`src/rtl/lane_merge_pkg.sv`:
```
// Shared constants for the 2:1 lane recombiner: lane indices, default geometry
// and the width of the optional drop counter.
package lane_merge_pkg;

  localparam logic        LANE0         = 1'b0;
  localparam logic        LANE1         = 1'b1;
  localparam int unsigned DEF_WIDTH     = 1;
  localparam int unsigned DEF_DEPTH     = 4;
  localparam int unsigned DROP_CNT_W    = 8;

endpackage

```
`src/rtl/lane_merge_2to1_lane_fifo.sv`:
```
// Per-lane FIFO for lane_merge_2to1. Pushes arrive pre-qualified by the parent;
// head word is presented combinationally from the registered read pointer.
module lane_fifo #(
  parameter int unsigned WIDTH = 1,
  parameter int unsigned DEPTH = 4,
  localparam int unsigned PW   = $clog2(DEPTH),
  localparam int unsigned CW   = PW + 1
) (
  input  logic             clk,
  input  logic             reset,
  input  logic             push,
  input  logic             pop,
  input  logic [WIDTH-1:0] din,
  output logic [WIDTH-1:0] dout,
  output logic [CW-1:0]    count,
  output logic             full,
  output logic             empty
);

  logic [WIDTH-1:0] mem [DEPTH];
  logic [PW-1:0]    wr_ptr;
  logic [PW-1:0]    rd_ptr;
  logic [CW-1:0]    count_nxt;

  always_comb begin
    count_nxt = count;
    case ({push, pop})
      2'b10:   count_nxt = count + CW'(1);
      2'b01:   count_nxt = count - CW'(1);
      default: count_nxt = count;
    endcase
  end

  always_ff @(posedge clk) begin
    if (reset) begin
      wr_ptr <= '0;
      rd_ptr <= '0;
      count  <= '0;
      full   <= 1'b0;
    end else begin
      if (push) wr_ptr <= wr_ptr + PW'(1);
      if (pop)  rd_ptr <= rd_ptr + PW'(1);
      count <= count_nxt;
      full  <= (count_nxt == CW'(DEPTH));
    end
  end

  always_ff @(posedge clk) begin
    if (push && !reset) mem[wr_ptr] <= din;
  end

  assign dout  = mem[rd_ptr];
  assign empty = (count == '0);

endmodule

```
`src/rtl/lane_merge_2to1.sv`:
```
// Re-interleaves the two demux lanes (lane 0 first) into one registered
// valid/ready stream. Define LANE_MERGE_DROP_CNT_EN to add the drop_cnt port.
module lane_merge_2to1
  import lane_merge_pkg::*;
#(
  parameter int unsigned WIDTH = DEF_WIDTH,
  parameter int unsigned DEPTH = DEF_DEPTH
) (
  input  logic                  clk,
  input  logic                  reset,
  input  logic [WIDTH-1:0]      data_in0,
  input  logic                  valid_in0,
  input  logic [WIDTH-1:0]      data_in1,
  input  logic                  valid_in1,
  input  logic                  ready_in,
  output logic [WIDTH-1:0]      data_out,
  output logic                  valid_out,
  output logic                  full0,
  output logic                  full1,
`ifdef LANE_MERGE_DROP_CNT_EN
  output logic [DROP_CNT_W-1:0] drop_cnt,
`endif
  output logic                  overflow
);

  localparam int unsigned CW = $clog2(DEPTH) + 1;

  logic             sel;
  logic             pop_any, pop0, pop1;
  logic             acc0, acc1, drop0, drop1;
  logic             empty0, empty1;
  logic [CW-1:0]    count0, count1;
  logic [WIDTH-1:0] dout0, dout1;

  // A full lane may still accept a push when it is being drained that cycle.
  always_comb begin
    pop_any = ((sel == LANE0) ? !empty0 : !empty1) && (ready_in || !valid_out);
    pop0    = pop_any && (sel == LANE0);
    pop1    = pop_any && (sel == LANE1);
    acc0    = valid_in0 && ((count0 < CW'(DEPTH)) || pop0);
    acc1    = valid_in1 && ((count1 < CW'(DEPTH)) || pop1);
    drop0   = valid_in0 && !acc0;
    drop1   = valid_in1 && !acc1;
  end

  lane_fifo #(.WIDTH(WIDTH), .DEPTH(DEPTH)) u_fifo0 (
    .clk   (clk),
    .reset (reset),
    .push  (acc0),
    .pop   (pop0),
    .din   (data_in0),
    .dout  (dout0),
    .count (count0),
    .full  (full0),
    .empty (empty0)
  );

  lane_fifo #(.WIDTH(WIDTH), .DEPTH(DEPTH)) u_fifo1 (
    .clk   (clk),
    .reset (reset),
    .push  (acc1),
    .pop   (pop1),
    .din   (data_in1),
    .dout  (dout1),
    .count (count1),
    .full  (full1),
    .empty (empty1)
  );

  always_ff @(posedge clk) begin
    if (reset) begin
      sel       <= LANE0;
      data_out  <= '0;
      valid_out <= 1'b0;
      overflow  <= 1'b0;
    end else begin
      if (pop_any) begin
        data_out  <= (sel == LANE0) ? dout0 : dout1;
        valid_out <= 1'b1;
        sel       <= ~sel;
      end else if (ready_in) begin
        valid_out <= 1'b0;
      end
      if (drop0 || drop1) overflow <= 1'b1;
    end
  end

`ifdef LANE_MERGE_DROP_CNT_EN
  logic [DROP_CNT_W:0] drop_sum;

  always_comb begin
    drop_sum = {1'b0, drop_cnt} + (DROP_CNT_W + 1)'(drop0) + (DROP_CNT_W + 1)'(drop1);
  end

  always_ff @(posedge clk) begin
    if (reset) drop_cnt <= '0;
    else       drop_cnt <= drop_sum[DROP_CNT_W] ? '1 : drop_sum[DROP_CNT_W-1:0];
  end
`endif

endmodule

```
`config.mk`:
```
export PLATFORM = sky130hd
export DESIGN_NAME = lane_merge_2to1
export DESIGN_NICKNAME = d
export VERILOG_FILES = /design/src/rtl/lane_merge_pkg.sv /design/src/rtl/lane_merge_2to1_lane_fifo.sv /design/src/rtl/lane_merge_2to1.sv
export SDC_FILE = /design/constraint.sdc
export NUM_CORES = 1
export LEC_CHECK = 0
export ABC_AREA = 1
export CORE_ASPECT_RATIO = 1.4
export CORE_MARGIN = 2
export CORE_UTILIZATION = 45
export CTS_CLUSTER_SIZE = 20
export DETAILED_ROUTE_END_ITERATION = 8
export SYNTH_ARGS = -nofsm -noshare
export SYNTH_HDL_FRONTEND = slang
export SYNTH_HIERARCHICAL = 1
export SYNTH_SLANG_ARGS = --single-unit
```
`constraint.sdc`:
```
create_clock -name clk -period 3.1 [get_ports clk]
set_input_delay 0.31 -clock clk [delete_from_list [all_inputs] [get_ports clk]]
set_output_delay 0.31 -clock clk [all_outputs]
set_load 0.02 [all_outputs]
```
# --- Word-level counts from Yosys, hierarchy flattened ---
# Memories as Yosys holds them, arrays and structs flattened. A register that Yosys moved wholly into a read port is not among the register bits.
# Index checks and enable logic that the tools add are counted.
word_totals:
  ff_bits: 20
  mem_bits_rw: 8
  in_bits: 7
  mem_count: 2
memory_table:
  columns: ["memory", "words", "word_bits", "rd", "rd_clocked_by_memory_dff", "wr", "line_no", "text"]
  rows:
  - ["u_fifo0.mem", 4, 1, 1, 1, 1, "lane_merge_2to1_lane_fifo.sv:20", "logic [WIDTH-1:0] mem [DEPTH];"]
  - ["u_fifo1.mem", 4, 1, 1, 1, 1, "lane_merge_2to1_lane_fifo.sv:20", null]
op_classes:
  mux: 14
  reduce_logical: 22
  order_cmp: 2
  addsub: 8
  eq_ne: 6
  bitwise_logic: 1
ops:
  columns: ["op", "n"]
  rows:
  - ["$pmux 3 s2", 2]
  - ["$logic_and 1x1->1", 9]
  - ["$add 2x1->2 const B", 4]
  - ["$mux 1", 8]
  - ["$mux 2", 4]
  - ["$add 3x1->3 const B", 2]
  - ["$eq 3x3->1 const B", 2]
  - ["$logic_not 1->1", 6]
  - ["$logic_not 3->1", 2]
  - ["$lt 3x3->1 const B", 2]
  - ["$sub 3x1->3 const B", 2]
  - ["$eq 2x1->1 const B", 2]
  - ["$eq 2x2->1 const B", 2]
  - ["$logic_or 1x1->1", 4]
  - ["$reduce_bool 2->1", 1]
  - ["$not 1->1", 1]

# --- Logic depth before layout (Yosys ltp) ---
# Gate-level depths: netlist of run 1.
depth:
  ltp_word: 10
  ltp_mapped: 14
  ltp_nobuf: 14

# --- Hierarchy ---
# Netlist of run 1, hierarchy kept.
modules_own_cells:
  columns: ["module", "cells_each", "instances", "area_each_um2", "seq_area_each_um2"]
  rows:
  - ["lane_fifo", 70, 2, 625.6, 320.3]
  - ["lane_merge_2to1", 34, 1, 236.5, 80.1]

# --- Least setup slack after synthesis of run 1 ---
# No wires, ideal clock.
synth_path:
  path_kind: "register -> register"
  from: "register u_fifo0.count[2]"
  to: "register u_fifo0.full"
  setup_time_ps: 112
  t_arrival_ps: 1839
  synth_period_minus_slack_ps: 1951
  path_slack_ps: 1149
  path_buffers: 0
  path_stages_with_launch: 13
  path_cell_list: "dfxtp_1 > nor3_1 > nor2_1 > nand2_2 > a21boi_0 > inv_1 > ha_1 > inv_2 > fa_1 > nand2_1 > o21ai_1 > nand2_1 > nor2_1"
synth_via:
  elab_chain_cells: 10
synth_lines:
  columns: ["item", "line_no", "text"]
  rows:
  - ["from (decl)", "lane_merge_2to1_lane_fifo.sv:15", "output logic [CW-1:0] count,"]
  - ["from (signal assigned)", "lane_merge_2to1_lane_fifo.sv:43", "count <= count_nxt;"]
  - ["$logic_not 3->1 (*)", "lane_merge_2to1_lane_fifo.sv:53", "assign empty = (count == '0);"]
  - ["named net empty0", "lane_merge_2to1.sv:31", "logic empty0, empty1;"]
  - ["$logic_not 1->1 (*)", "lane_merge_2to1.sv:37", "pop_any = ((sel == LANE0) ? !empty0 : !empty1) && (ready_in || !valid_out);"]
  - ["$mux 1 (*)", "lane_merge_2to1.sv:37", null]
  - ["$logic_and 1x1->1 (*)", "lane_merge_2to1.sv:37", null]
  - ["$logic_and 1x1->1 (*)", "lane_merge_2to1.sv:38", "pop0 = pop_any && (sel == LANE0);"]
  - ["$logic_or 1x1->1 (*)", "lane_merge_2to1.sv:40", "acc0 = valid_in0 && ((count0 < CW'(DEPTH)) || pop0);"]
  - ["$logic_and 1x1->1 (*)", "lane_merge_2to1.sv:40", null]
  - ["named net acc0", "lane_merge_2to1.sv:30", "logic acc0, acc1, drop0, drop1;"]
  - ["$eq 2x1->1 or $eq 2x2->1 (tied branches)", "lane_merge_2to1_lane_fifo.sv:27", "case ({push, pop})"]
  - ["$pmux 3 s2 (*)", "lane_merge_2to1_lane_fifo.sv:27", null]
  - ["$eq 3x3->1 (*)", "lane_merge_2to1_lane_fifo.sv:44", "full <= (count_nxt == CW'(DEPTH));"]
  - ["to (signal assigned)", "lane_merge_2to1_lane_fifo.sv:44", null]
  - ["to (decl)", "lane_merge_2to1_lane_fifo.sv:16", "output logic full,"]
# Mark *: on every way through the listed nets, which the timed path passes. The rest lies on a longest branch.
# A chain may end at the register's enable or synchronous reset.

# --- Worst setup path in the final report of run 1 ---
layout_path:
  from: "register u_fifo0.count[0]"
  to: "register u_fifo0.full"
# The elaborated chain is that of the path after synthesis.

==> impl_results.html, run 1 <==
<table>
<tr><th>Metric</th><th>Value</th></tr>
<tr><th colspan="2">Yosys</th></tr>
<tr><td>Number of flops mapped to enable cells by yosys</td><td>8</td></tr>
<tr><td>Synthesized flop and latch total</td><td>32</td></tr>
<tr><td>Ranking of synthesized cells by instance count</td><td>sky130_fd_sc_hd__inv_1, sky130_fd_sc_hd__nand2_1, sky130_fd_sc_hd__dfxtp_1</td></tr>
<tr><td>Cell with the most instances after synthesis</td><td>sky130_fd_sc_hd__inv_1</td></tr>
<tr><td>Post-synthesis cell area</td><td>0.00149 mm^2</td></tr>
<tr><td>Total nets after synthesis</td><td>193</td></tr>
<tr><td>Number of distinct library cell variants in the gate-level netlist after synthesis</td><td>21</td></tr>
<tr><td>Synth Instances</td><td>174</td></tr>
<tr><td>Library cell with the largest summed area after synthesis</td><td>sky130_fd_sc_hd__dfxtp_1</td></tr>
<tr><td>Share of synthesized area occupied by flip-flops and latches</td><td>48.4%</td></tr>
<tr><td>Fraction of registers with async set/reset</td><td>0%</td></tr>
<tr><td>Synth Area per Inst</td><td>between 8 and 9 um^2</td></tr>
<tr><td>Number of warnings reported in the yosys synthesis log</td><td>6</td></tr>
<tr><td>Most used flip-flop cell after synthesis</td><td>sky130_fd_sc_hd__dfxtp_1</td></tr>
<tr><td>Largest cells by area after synthesis</td><td>sky130_fd_sc_hd__dfxtp_1, sky130_fd_sc_hd__edfxtp_1, sky130_fd_sc_hd__inv_1</td></tr>
<tr><td>Area share of the leading cell type in the synthesized netlist</td><td>between 30% and 40%</td></tr>
<tr><th colspan="2">Global route</th></tr>
<tr><td>Maximum number of pins on one net before global-route repair</td><td>13</td></tr>
<tr><td>Global route total overflow</td><td>0</td></tr>
<tr><td>Number of antenna violations at the first check in global routing</td><td>0</td></tr>
<tr><td>First-pass GRT wire length</td><td>between 4 and 5 mm</td></tr>
<tr><td>Via count of the first global-routing pass</td><td>1083</td></tr>
<tr><td>GRT Resource Usage Total</td><td>roughly 16%</td></tr>
<tr><th colspan="2">Clock tree</th></tr>
<tr><td>Buffer depth of the longest clock path</td><td>2</td></tr>
<tr><td>Cts hold-fix bufs</td><td>0</td></tr>
<tr><td>Root Driver</td><td>sky130_fd_sc_hd__clkbuf_8</td></tr>
<tr><td>H-tree lvl count</td><td>2</td></tr>
<tr><td>Buffer count from post-CTS setup fixing</td><td>0</td></tr>
<tr><td>Number of buffers created by CTS</td><td>5</td></tr>
<tr><td>CTS resizes</td><td>0</td></tr>
<tr><td>TritonCTS clock tree</td><td>done</td></tr>
<tr><td>Clock sink count</td><td>32</td></tr>
<tr><td>Clock Pin Slew Worst Setup and Hold Paths</td><td>0.06 ns</td></tr>
<tr><td>Source-to-sink clock delay at the later pin of the worst-skew pair</td><td>0.28 ns</td></tr>
<tr><th colspan="2">Route</th></tr>
<tr><td>Iteration count of the initial detailed-routing pass</td><td>4</td></tr>
<tr><td>Met1 wire length</td><td>1.05 mm</td></tr>
<tr><td>Total length of routed met3 wires</td><td>77 um</td></tr>
<tr><td>Met2 Wirelength</td><td>1.41 mm</td></tr>
<tr><td>Top routing layer in use</td><td>met4</td></tr>
<tr><td>Number of remaining DRC errors</td><td>0</td></tr>
<tr><td>Vias</td><td>1115</td></tr>
<tr><td>Wire length per cell after detailed routing</td><td>11.2 um</td></tr>
<tr><td>Drt first-iter violations</td><td>8</td></tr>
<tr><td>Final antenna-violating net count</td><td>0</td></tr>
<tr><td>Routed via count divided by cell count</td><td>4.81</td></tr>
<tr><td>Overall routed net length</td><td>2.59 mm</td></tr>
<tr><th colspan="2">Power and ir drop</th></tr>
<tr><td>Leakage power</td><td>0.808 nW</td></tr>
<tr><td>Sequential share of power</td><td>38.8%</td></tr>
<tr><td>Internal portion of total power</td><td>approximately 0.001 W</td></tr>
<tr><td>Clock network fraction of total power</td><td>24.2%</td></tr>
<tr><td>VDD IR max</td><td>0.000547 V</td></tr>
<tr><td>Switching share of power</td><td>36.7%</td></tr>
<tr><td>Relative contribution of combinational cells to total power</td><td>37.0%</td></tr>
<tr><td>Pwr per Cell Area</td><td>896 mW/mm^2</td></tr>
<tr><td>Switching component of the power</td><td>about 0.00058 W</td></tr>
<tr><th colspan="2">Layout</th></tr>
<tr><td>Cell area after layout</td><td>around 0.0018 mm^2</td></tr>
<tr><td>Sequential cell area</td><td>721 um^2</td></tr>
<tr><td>Non-Filler Instances</td><td>232</td></tr>
<tr><td>Post-layout net count</td><td>around 210</td></tr>
<tr><td>Fill cell total of the finished layout</td><td>just over 300</td></tr>
<tr><td>Total inserted antenna cells</td><td>0</td></tr>
<tr><td>Synthesis-to-finish area growth</td><td>17.9%</td></tr>
<tr><td>Fraction of layout instances using a drive strength above 1</td><td>about 9.8%</td></tr>
<tr><td>Area of combinational cells with multiple inputs</td><td>between 600 and 700 um^2</td></tr>
<tr><th colspan="2">Die</th></tr>
<tr><td>Initial cell density of the core</td><td>47.6%</td></tr>
<tr><td>Overall die width</td><td>52.6 um</td></tr>
<tr><td>Die Y</td><td>between 70 and 80 um</td></tr>
<tr><td># IOs</td><td>12</td></tr>
<tr><td>Core Region</td><td>0.00312 mm^2</td></tr>
<tr><td>Die Footprint</td><td>~0.0038 mm^2</td></tr>
<tr><td>Floorplan row count</td><td>24</td></tr>
<tr><th colspan="2">Placement</th></tr>
<tr><td>Final weighted congestion in routability-driven placement</td><td>0.835</td></tr>
<tr><td>DP Area</td><td>0.00165 mm^2</td></tr>
<tr><td>Detailed-placement wirelength estimate</td><td>between 1.5 and 2 mm</td></tr>
<tr><td>Count of port buffers added during placement</td><td>11</td></tr>
<tr><td>Placed instance count</td><td>about 220</td></tr>
<tr><th colspan="2">Timing</th></tr>
<tr><td>Max-slew headroom</td><td>69.5%</td></tr>
<tr><td>Time the worst path needs with I/O delays and setup</td><td>between 2 and 2.5 ns</td></tr>
<tr><td>Number of pins with negative max-slew slack in the final report</td><td>0</td></tr>
<tr><td>Pin slew with the least headroom to its limit</td><td>0.457 ns</td></tr>
<tr><td>Final Skew</td><td>0.00314 ns</td></tr>
<tr><td>Sum of negative setup slack</td><td>0 ns</td></tr>
<tr><td>Final number of hold-violating endpoints</td><td>0</td></tr>
<tr><td>Share of the clock period used by the worst path after layout</td><td>73.1%</td></tr>
<tr><td>Unrepaired setup endpoints after global routing</td><td>false</td></tr>
<tr><td>Upper clock frequency limit</td><td>441 MHz</td></tr>
<tr><td>Count of endpoints failing setup in the final report</td><td>0</td></tr>
<tr><th colspan="2">Critical path</th></tr>
<tr><td>Crit path max fanout</td><td>5</td></tr>
<tr><td>CP cell instances</td><td>nor3_1 -&gt; nor2_1 -&gt; nand2_2 -&gt; a21boi_0 -&gt; inv_1 -&gt; ha_1 -&gt; inv_2 -&gt; fa_1 -&gt; inv_1 -&gt; nand2_1 -&gt; nand3_1 -&gt; nand2_1 -&gt; nand3_1 -&gt; nor2_1</td></tr>
<tr><td>Category of the critical setup timing path</td><td>flip-flop to flip-flop</td></tr>
<tr><td>Slowest cell on the critical path</td><td>sky130_fd_sc_hd__fa_1</td></tr>
<tr><td>Worst path max stage delay</td><td>0.40 ns</td></tr>
<tr><td>Data arrival, critical path</td><td>approximately 2.4 ns</td></tr>
<tr><td>Data required time of the worst path</td><td>3.27 ns</td></tr>
<tr><td>Startpoint type of the worst setup path</td><td>flip-flop</td></tr>
<tr><td>Crit path buf inv count</td><td>3</td></tr>
<tr><td>CP Capture Type</td><td>flip-flop</td></tr>
<tr><td>Top delay family on crit path</td><td>simple AND/OR/NAND/NOR gates</td></tr>
<tr><th colspan="2">Hold path</th></tr>
<tr><td>Min-delay worst type</td><td>flip-flop to flip-flop</td></tr>
<tr><th colspan="2">Run status</th></tr>
<tr><td>Result of the run</td><td>completed</td></tr>
<tr><th colspan="2">Job</th></tr>
<tr><td>Max-Cap Viols</td><td>0</td></tr>
</table>
==> worst reg2reg max path, delay by kind of cell, from the launching register on <==
| family | cells | cell delay [ns] |
|---|---|---|
| simple gates | 8 | 0.88 |
| fa+ha+maj | 2 | 0.60 |
| flops | 1 | 0.33 |
| buf+inv | 3 | 0.27 |
| compound gates | 1 | 0.11 |
==> metrics by stage <==
stage	setup WS, ns	util (%)	hold slack [ns]	power, W
2_1_floorplan	1.15	-	0.379	0.00104
3_3_place_gp	0.703	52.7	0.462	0.00118
3_5_place_dp	0.663	52.7	0.470	0.00120
4_1_cts	0.833	56.2	0.481	0.00159
5_1_grt	0.631	56.2	0.517	0.00171
6_report	0.835	56.2	0.478	0.00157
==> cell usage in the layout (no fill, tap or decap), types with 2 or more instances in the layout <==
cell type	n
sky130_fd_sc_hd__fa_1	2
sky130_fd_sc_hd__edfxtp_1	8
sky130_fd_sc_hd__o21ai_0	6
sky130_fd_sc_hd__clkbuf_8	5
sky130_fd_sc_hd__nand3_1	5
sky130_fd_sc_hd__nand3_2	3
sky130_fd_sc_hd__inv_1	36
sky130_fd_sc_hd__inv_2	3
sky130_fd_sc_hd__nand2_2	5
sky130_fd_sc_hd__nand4_1	3
sky130_fd_sc_hd__clkdlybuf4s50_1	11
sky130_fd_sc_hd__o21ai_1	2
sky130_fd_sc_hd__nor3_1	2
sky130_fd_sc_hd__ha_1	10
sky130_fd_sc_hd__nor2_1	17
sky130_fd_sc_hd__nand2_1	26
sky130_fd_sc_hd__dfxtp_1	24
sky130_fd_sc_hd__a21oi_1	13
sky130_fd_sc_hd__xor2_1	4
sky130_fd_sc_hd__a32oi_1	2
==> path summary, 6_finish.rpt <==
kind                         start           end  slack (ns)  cells after the start
hold / removal            data_out      data_out        0.48                      2
setup reg to reg  u_fifo0/count[0]  u_fifo0/full        0.83                     14
setup / recovery  u_fifo0/count[0]  u_fifo0/full        0.83                     14
hold reg to reg           data_out      data_out        0.48                      2
==> routing by layer <==
layer  vias up  track usage [%]
li1        583                -
met1       514             15.2
met2        13             28.9
met3         5             4.94
met4         0             8.83
met5         -                0
==> area by class of cell <==
cell class	count	share of cell area (%)
repair buffers	11	6.28
well taps	39	2.78
flip-flops and latches	32	41.1
multi-input cells	103	35.4
inverters	39	8.35
clock buffers	6	4.14
clock inverters	2	2.00
==> power by group through the flow <==
stage | Combinational, W | Sequential [W] | Clock (W)
floorplan | 0.000417 | 0.000626 | 0
detailed placement | 0.000581 | 0.000620 | 0
CTS | 0.000586 | 0.000611 | 0.000392
finish | 0.000581 | 0.000610 | 0.000381
global placement | 0.000560 | 0.000615 | 0
global route | 0.000671 | 0.000623 | 0.000411
==> cells by family after synthesis <==
logic type / count (synthesis) / synth area share (%)
AO/OA/AOI/OAI: 25 / 9.25
adder cells (fa/ha/maj): 12 / 11.1
AND/OR/NAND/NOR: 62 / 19.0
XOR/XNOR: 4 / 2.35
flip-flops: 32 / 48.4
buffers and inverters: 39 / 9.84
Note: power is estimated with default switching activity, not from simulation.
==> run 2, diff against run 1 <==
Clock period 3.1 ns to 2.21 ns, I/O delays scaled along.
==> run 2 against run 1 <==
  * Clock power rose by 43%
  * Critical path depth decreased by 1
  * Register-to-register slack lost 0.68 ns
  * Wire length grew 2.2%
==> impl_results.html, run 2 (same netlist as run 1, synthesis figures left out) <==
<table>
<tr><th>Metric</th><th>Value</th></tr>
<tr><th colspan="2">Critical path</th></tr>
<tr><td>Worst path max stage delay</td><td>0.40 ns (about the same)</td></tr>
<tr><td>Library cell appearing most often on the critical path</td><td>sky130_fd_sc_hd__nand2_1</td></tr>
<tr><td>Crit path max fanout</td><td>4 (was 5)</td></tr>
<tr><td>Slowest cell on the critical path</td><td>sky130_fd_sc_hd__fa_1 (unchanged)</td></tr>
<tr><td>Startpoint type of the worst setup path</td><td>flip-flop (unchanged)</td></tr>
<tr><td>Launching point of the worst reg2reg path</td><td>u_fifo1/count[0] (was u_fifo0/count[0])</td></tr>
<tr><td>CP Capture Type</td><td>flip-flop (unchanged)</td></tr>
<tr><td>Data required time of the worst path</td><td>2.39 ns (was 3.27 ns)</td></tr>
<tr><td>Category of the critical setup timing path</td><td>flip-flop to flip-flop (unchanged)</td></tr>
<tr><td>CP cell instances</td><td>nor3_2 -&gt; buf_4 -&gt; nor2_2 -&gt; nand2_2 -&gt; a21boi_1 -&gt; inv_1 -&gt; ha_1 -&gt; inv_2 -&gt; fa_1 -&gt; nand2_1 -&gt; o21ai_1 -&gt; nand2_1 -&gt; nor2_1 (was nor3_1 -&gt; nor2_1 -&gt; nand2_2 -&gt; a21boi_0 -&gt; inv_1 -&gt; ha_1 -&gt; inv_2 -&gt; fa_1 -&gt; inv_1 -&gt; nand2_1 -&gt; nand3_1 -&gt; nand2_1 -&gt; nand3_1 -&gt; nor2_1)</td></tr>
<tr><td>Critical path launch point</td><td>u_fifo1/count[0] (was u_fifo0/count[0])</td></tr>
<tr><td>Data arrival, critical path</td><td>2.24 ns (was 2.44 ns)</td></tr>
<tr><th colspan="2">Clock tree</th></tr>
<tr><td>Clock sink count</td><td>32 (unchanged)</td></tr>
<tr><td>TritonCTS clock tree</td><td>done (unchanged)</td></tr>
<tr><td>Buffer count from post-CTS setup fixing</td><td>0 (unchanged)</td></tr>
<tr><td>Number of buffers created by CTS</td><td>5 (unchanged)</td></tr>
<tr><td>Clock Pin Slew Worst Setup and Hold Paths</td><td>0.07 ns (was 0.06 ns)</td></tr>
<tr><td>Source-to-sink clock delay at the later pin of the worst-skew pair</td><td>0.28 ns (about the same)</td></tr>
<tr><td>Root Driver</td><td>sky130_fd_sc_hd__clkbuf_8 (unchanged)</td></tr>
<tr><td>Buffer depth of the longest clock path</td><td>2 (unchanged)</td></tr>
<tr><td>H-tree lvl count</td><td>2 (unchanged)</td></tr>
<tr><td>Cts hold-fix bufs</td><td>0 (unchanged)</td></tr>
<tr><th colspan="2">Layout</th></tr>
<tr><td>Synthesis-to-finish area growth</td><td>25.9% (was 17.9%)</td></tr>
<tr><td>Cell area after layout</td><td>0.00187 mm^2 (was 0.00175 mm^2)</td></tr>
<tr><td>Total inserted antenna cells</td><td>0 (unchanged)</td></tr>
<tr><td>Top library cells by usage in the layout, fill and taps aside</td><td>sky130_fd_sc_hd__inv_1, sky130_fd_sc_hd__nand2_1, sky130_fd_sc_hd__dfxtp_1, sky130_fd_sc_hd__nor2_1, sky130_fd_sc_hd__buf_4 (was sky130_fd_sc_hd__inv_1, sky130_fd_sc_hd__nand2_1, sky130_fd_sc_hd__dfxtp_1, sky130_fd_sc_hd__nor2_1, sky130_fd_sc_hd__a21oi_1)</td></tr>
<tr><td>Post-layout net count</td><td>225 (was 211)</td></tr>
<tr><td>Fill cell total of the finished layout</td><td>284 (was 303)</td></tr>
<tr><td>Leading cell type in the layout, fill and taps excluded</td><td>sky130_fd_sc_hd__inv_1 (unchanged)</td></tr>
<tr><td>Fraction of layout instances using a drive strength above 1</td><td>17.9% (was 9.84%)</td></tr>
<tr><th colspan="2">Placement</th></tr>
<tr><td>Count of port buffers added during placement</td><td>11 (unchanged)</td></tr>
<tr><td>Final weighted congestion in routability-driven placement</td><td>0.867 (was 0.835)</td></tr>
<tr><td>DP Area</td><td>0.00175 mm^2 (was 0.00165 mm^2)</td></tr>
<tr><td>Detailed-placement wirelength estimate</td><td>1.99 mm (was 2.00 mm)</td></tr>
<tr><th colspan="2">Timing</th></tr>
<tr><td>Final Skew</td><td>0.00675 ns (was 0.00314 ns)</td></tr>
<tr><td>Upper clock frequency limit</td><td>485 MHz (was 441 MHz)</td></tr>
<tr><td>Time the worst path needs with I/O delays and setup</td><td>2.06 ns (was 2.27 ns)</td></tr>
<tr><td>Pin slew with the least headroom to its limit</td><td>0.355 ns (was 0.457 ns)</td></tr>
<tr><td>Max-slew headroom</td><td>76.3% (was 69.5%)</td></tr>
<tr><td>Number of pins with negative max-slew slack in the final report</td><td>0 (unchanged)</td></tr>
<tr><td>Share of the clock period used by the worst path after layout</td><td>93.2% (was 73.1%)</td></tr>
<tr><td>Count of endpoints failing setup in the final report</td><td>0 (unchanged)</td></tr>
<tr><td>Final number of hold-violating endpoints</td><td>0 (unchanged)</td></tr>
<tr><th colspan="2">Power and ir drop</th></tr>
<tr><td>Leakage power</td><td>0.875 nW (was 0.808 nW)</td></tr>
<tr><td>Power Total</td><td>0.00237 W (was 0.00157 W)</td></tr>
<tr><td>Pwr per Cell Area</td><td>1270 mW/mm^2 (was 896 mW/mm^2)</td></tr>
<tr><td>VDD IR max</td><td>0.000986 V (was 0.000547 V)</td></tr>
<tr><th colspan="2">Hold path</th></tr>
<tr><td>Hold path start</td><td>data_out (unchanged)</td></tr>
<tr><td>Min-delay worst type</td><td>flip-flop to flip-flop (unchanged)</td></tr>
<tr><th colspan="2">Global route</th></tr>
<tr><td>First-pass GRT wire length</td><td>4.42 mm (was 4.34 mm)</td></tr>
<tr><td>Number of antenna violations at the first check in global routing</td><td>0 (unchanged)</td></tr>
<tr><td>GRT Resource Usage Total</td><td>15.9% (about the same)</td></tr>
<tr><td>Global route total overflow</td><td>0 (unchanged)</td></tr>
<tr><td>Via count of the first global-routing pass</td><td>1120 (was 1083)</td></tr>
<tr><td>Maximum number of pins on one net before global-route repair</td><td>11 (was 13)</td></tr>
<tr><th colspan="2">Route</th></tr>
<tr><td>Vias</td><td>1160 (was 1115)</td></tr>
<tr><td>Drt first-iter violations</td><td>22 (was 8)</td></tr>
<tr><td>Routed via count divided by cell count</td><td>4.72 (was 4.81)</td></tr>
<tr><td>Overall routed net length</td><td>2.65 mm (was 2.59 mm)</td></tr>
<tr><td>Number of remaining DRC errors</td><td>0 (unchanged)</td></tr>
<tr><td>Iteration count of the initial detailed-routing pass</td><td>4 (unchanged)</td></tr>
<tr><td>Final antenna-violating net count</td><td>0 (unchanged)</td></tr>
<tr><td>Wire length per cell after detailed routing</td><td>10.8 um (was 11.2 um)</td></tr>
<tr><th colspan="2">Die</th></tr>
<tr><td>Core Region</td><td>0.00312 mm^2 (unchanged)</td></tr>
<tr><td>Die Y</td><td>72.0 um (unchanged)</td></tr>
<tr><td>Die Footprint</td><td>0.00379 mm^2 (unchanged)</td></tr>
<tr><td>Floorplan row count</td><td>24 (unchanged)</td></tr>
<tr><td>Initial cell density of the core</td><td>47.6% (unchanged)</td></tr>
<tr><td>Overall die width</td><td>52.6 um (unchanged)</td></tr>
<tr><td># IOs</td><td>12 (unchanged)</td></tr>
<tr><th colspan="2">Run status</th></tr>
<tr><td>Result of the run</td><td>completed (unchanged)</td></tr>
<tr><th colspan="2">Job</th></tr>
<tr><td>Max-Cap Viols</td><td>0 (unchanged)</td></tr>
</table>
## run 2: changes by cell type in the layout (fill, tap and decap cells not counted), sizes merged
| cell | delta |
|---|---|
| buf | +14 |
## run 2: final cells by class
class                   count  area, um^2  share of cell area (%)
clock buffers               6        72.6                    3.87
clock inverters             2        35.0                    1.87
inverters                  39         146                    7.82
multi-input cells         103         633                    33.8
flip-flops and latches     32         722                    38.5
well taps                  39        48.8                    2.61
repair buffers             25         215                    11.5
## run 2: power breakdown
group	internal, W	switching (W)	leakage, nW
Sequential	0.000748	0.000113	0.270
Combinational	0.000442	0.000526	0.550
Clock	0.000334	0.000210	0.0552
## run 2: critical path: cells and delay by family (launching register included)
| family | cells | cell delay (ns) |
|---|---|---|
| adder cells (fa/ha/maj) | 2 | 0.63 |
| AND/OR/NAND/NOR | 6 | 0.42 |
| flip-flops | 1 | 0.39 |
| AO/OA/AOI/OAI | 2 | 0.23 |
| buffers and inverters | 3 | 0.28 |
## run 2: timing repair
item / in CTS / in global routing
gates resized for setup: 1 / 4
gates cloned: 0 / 0
setup endpoints to repair: 1 / 4
pin swaps: 0 / 1
## run 2: worst paths after layout
check	end	slack, ns	cells past startpoint
hold reg to reg	data_out	0.47	2
setup reg to reg	u_fifo1/full	0.15	13
setup / recovery	u_fifo1/full	0.15	13
hold / removal	data_out	0.47	2
## run 2: through the flow
stage | hold slack [ns] | instances | utilization (%) | setup WS [ns] | setup TNS [ns]
finish | 0.469 | 246 | 60.0 | 0.150 | 0
global route | 0.504 | 246 | 60.0 | -0.0127 | -0.0208
CTS | 0.473 | 246 | 59.5 | 0.0780 | 0
detailed placement | 0.462 | 238 | 56.1 | -0.163 | -0.321
global placement | 0.450 | 238 | 56.1 | -0.189 | -0.361
floorplan | 0.290 | 174 | - | 0.259 | 0
## run 2: metal layers
metal  share of wire [%]  vias up  GRT usage, %
li1                    -      611             -
met1                  39      522          14.7
met2                  55       22          30.4
met3                 3.7        5          4.94
met4                 2.2        0          6.84
met5                   0        -             0
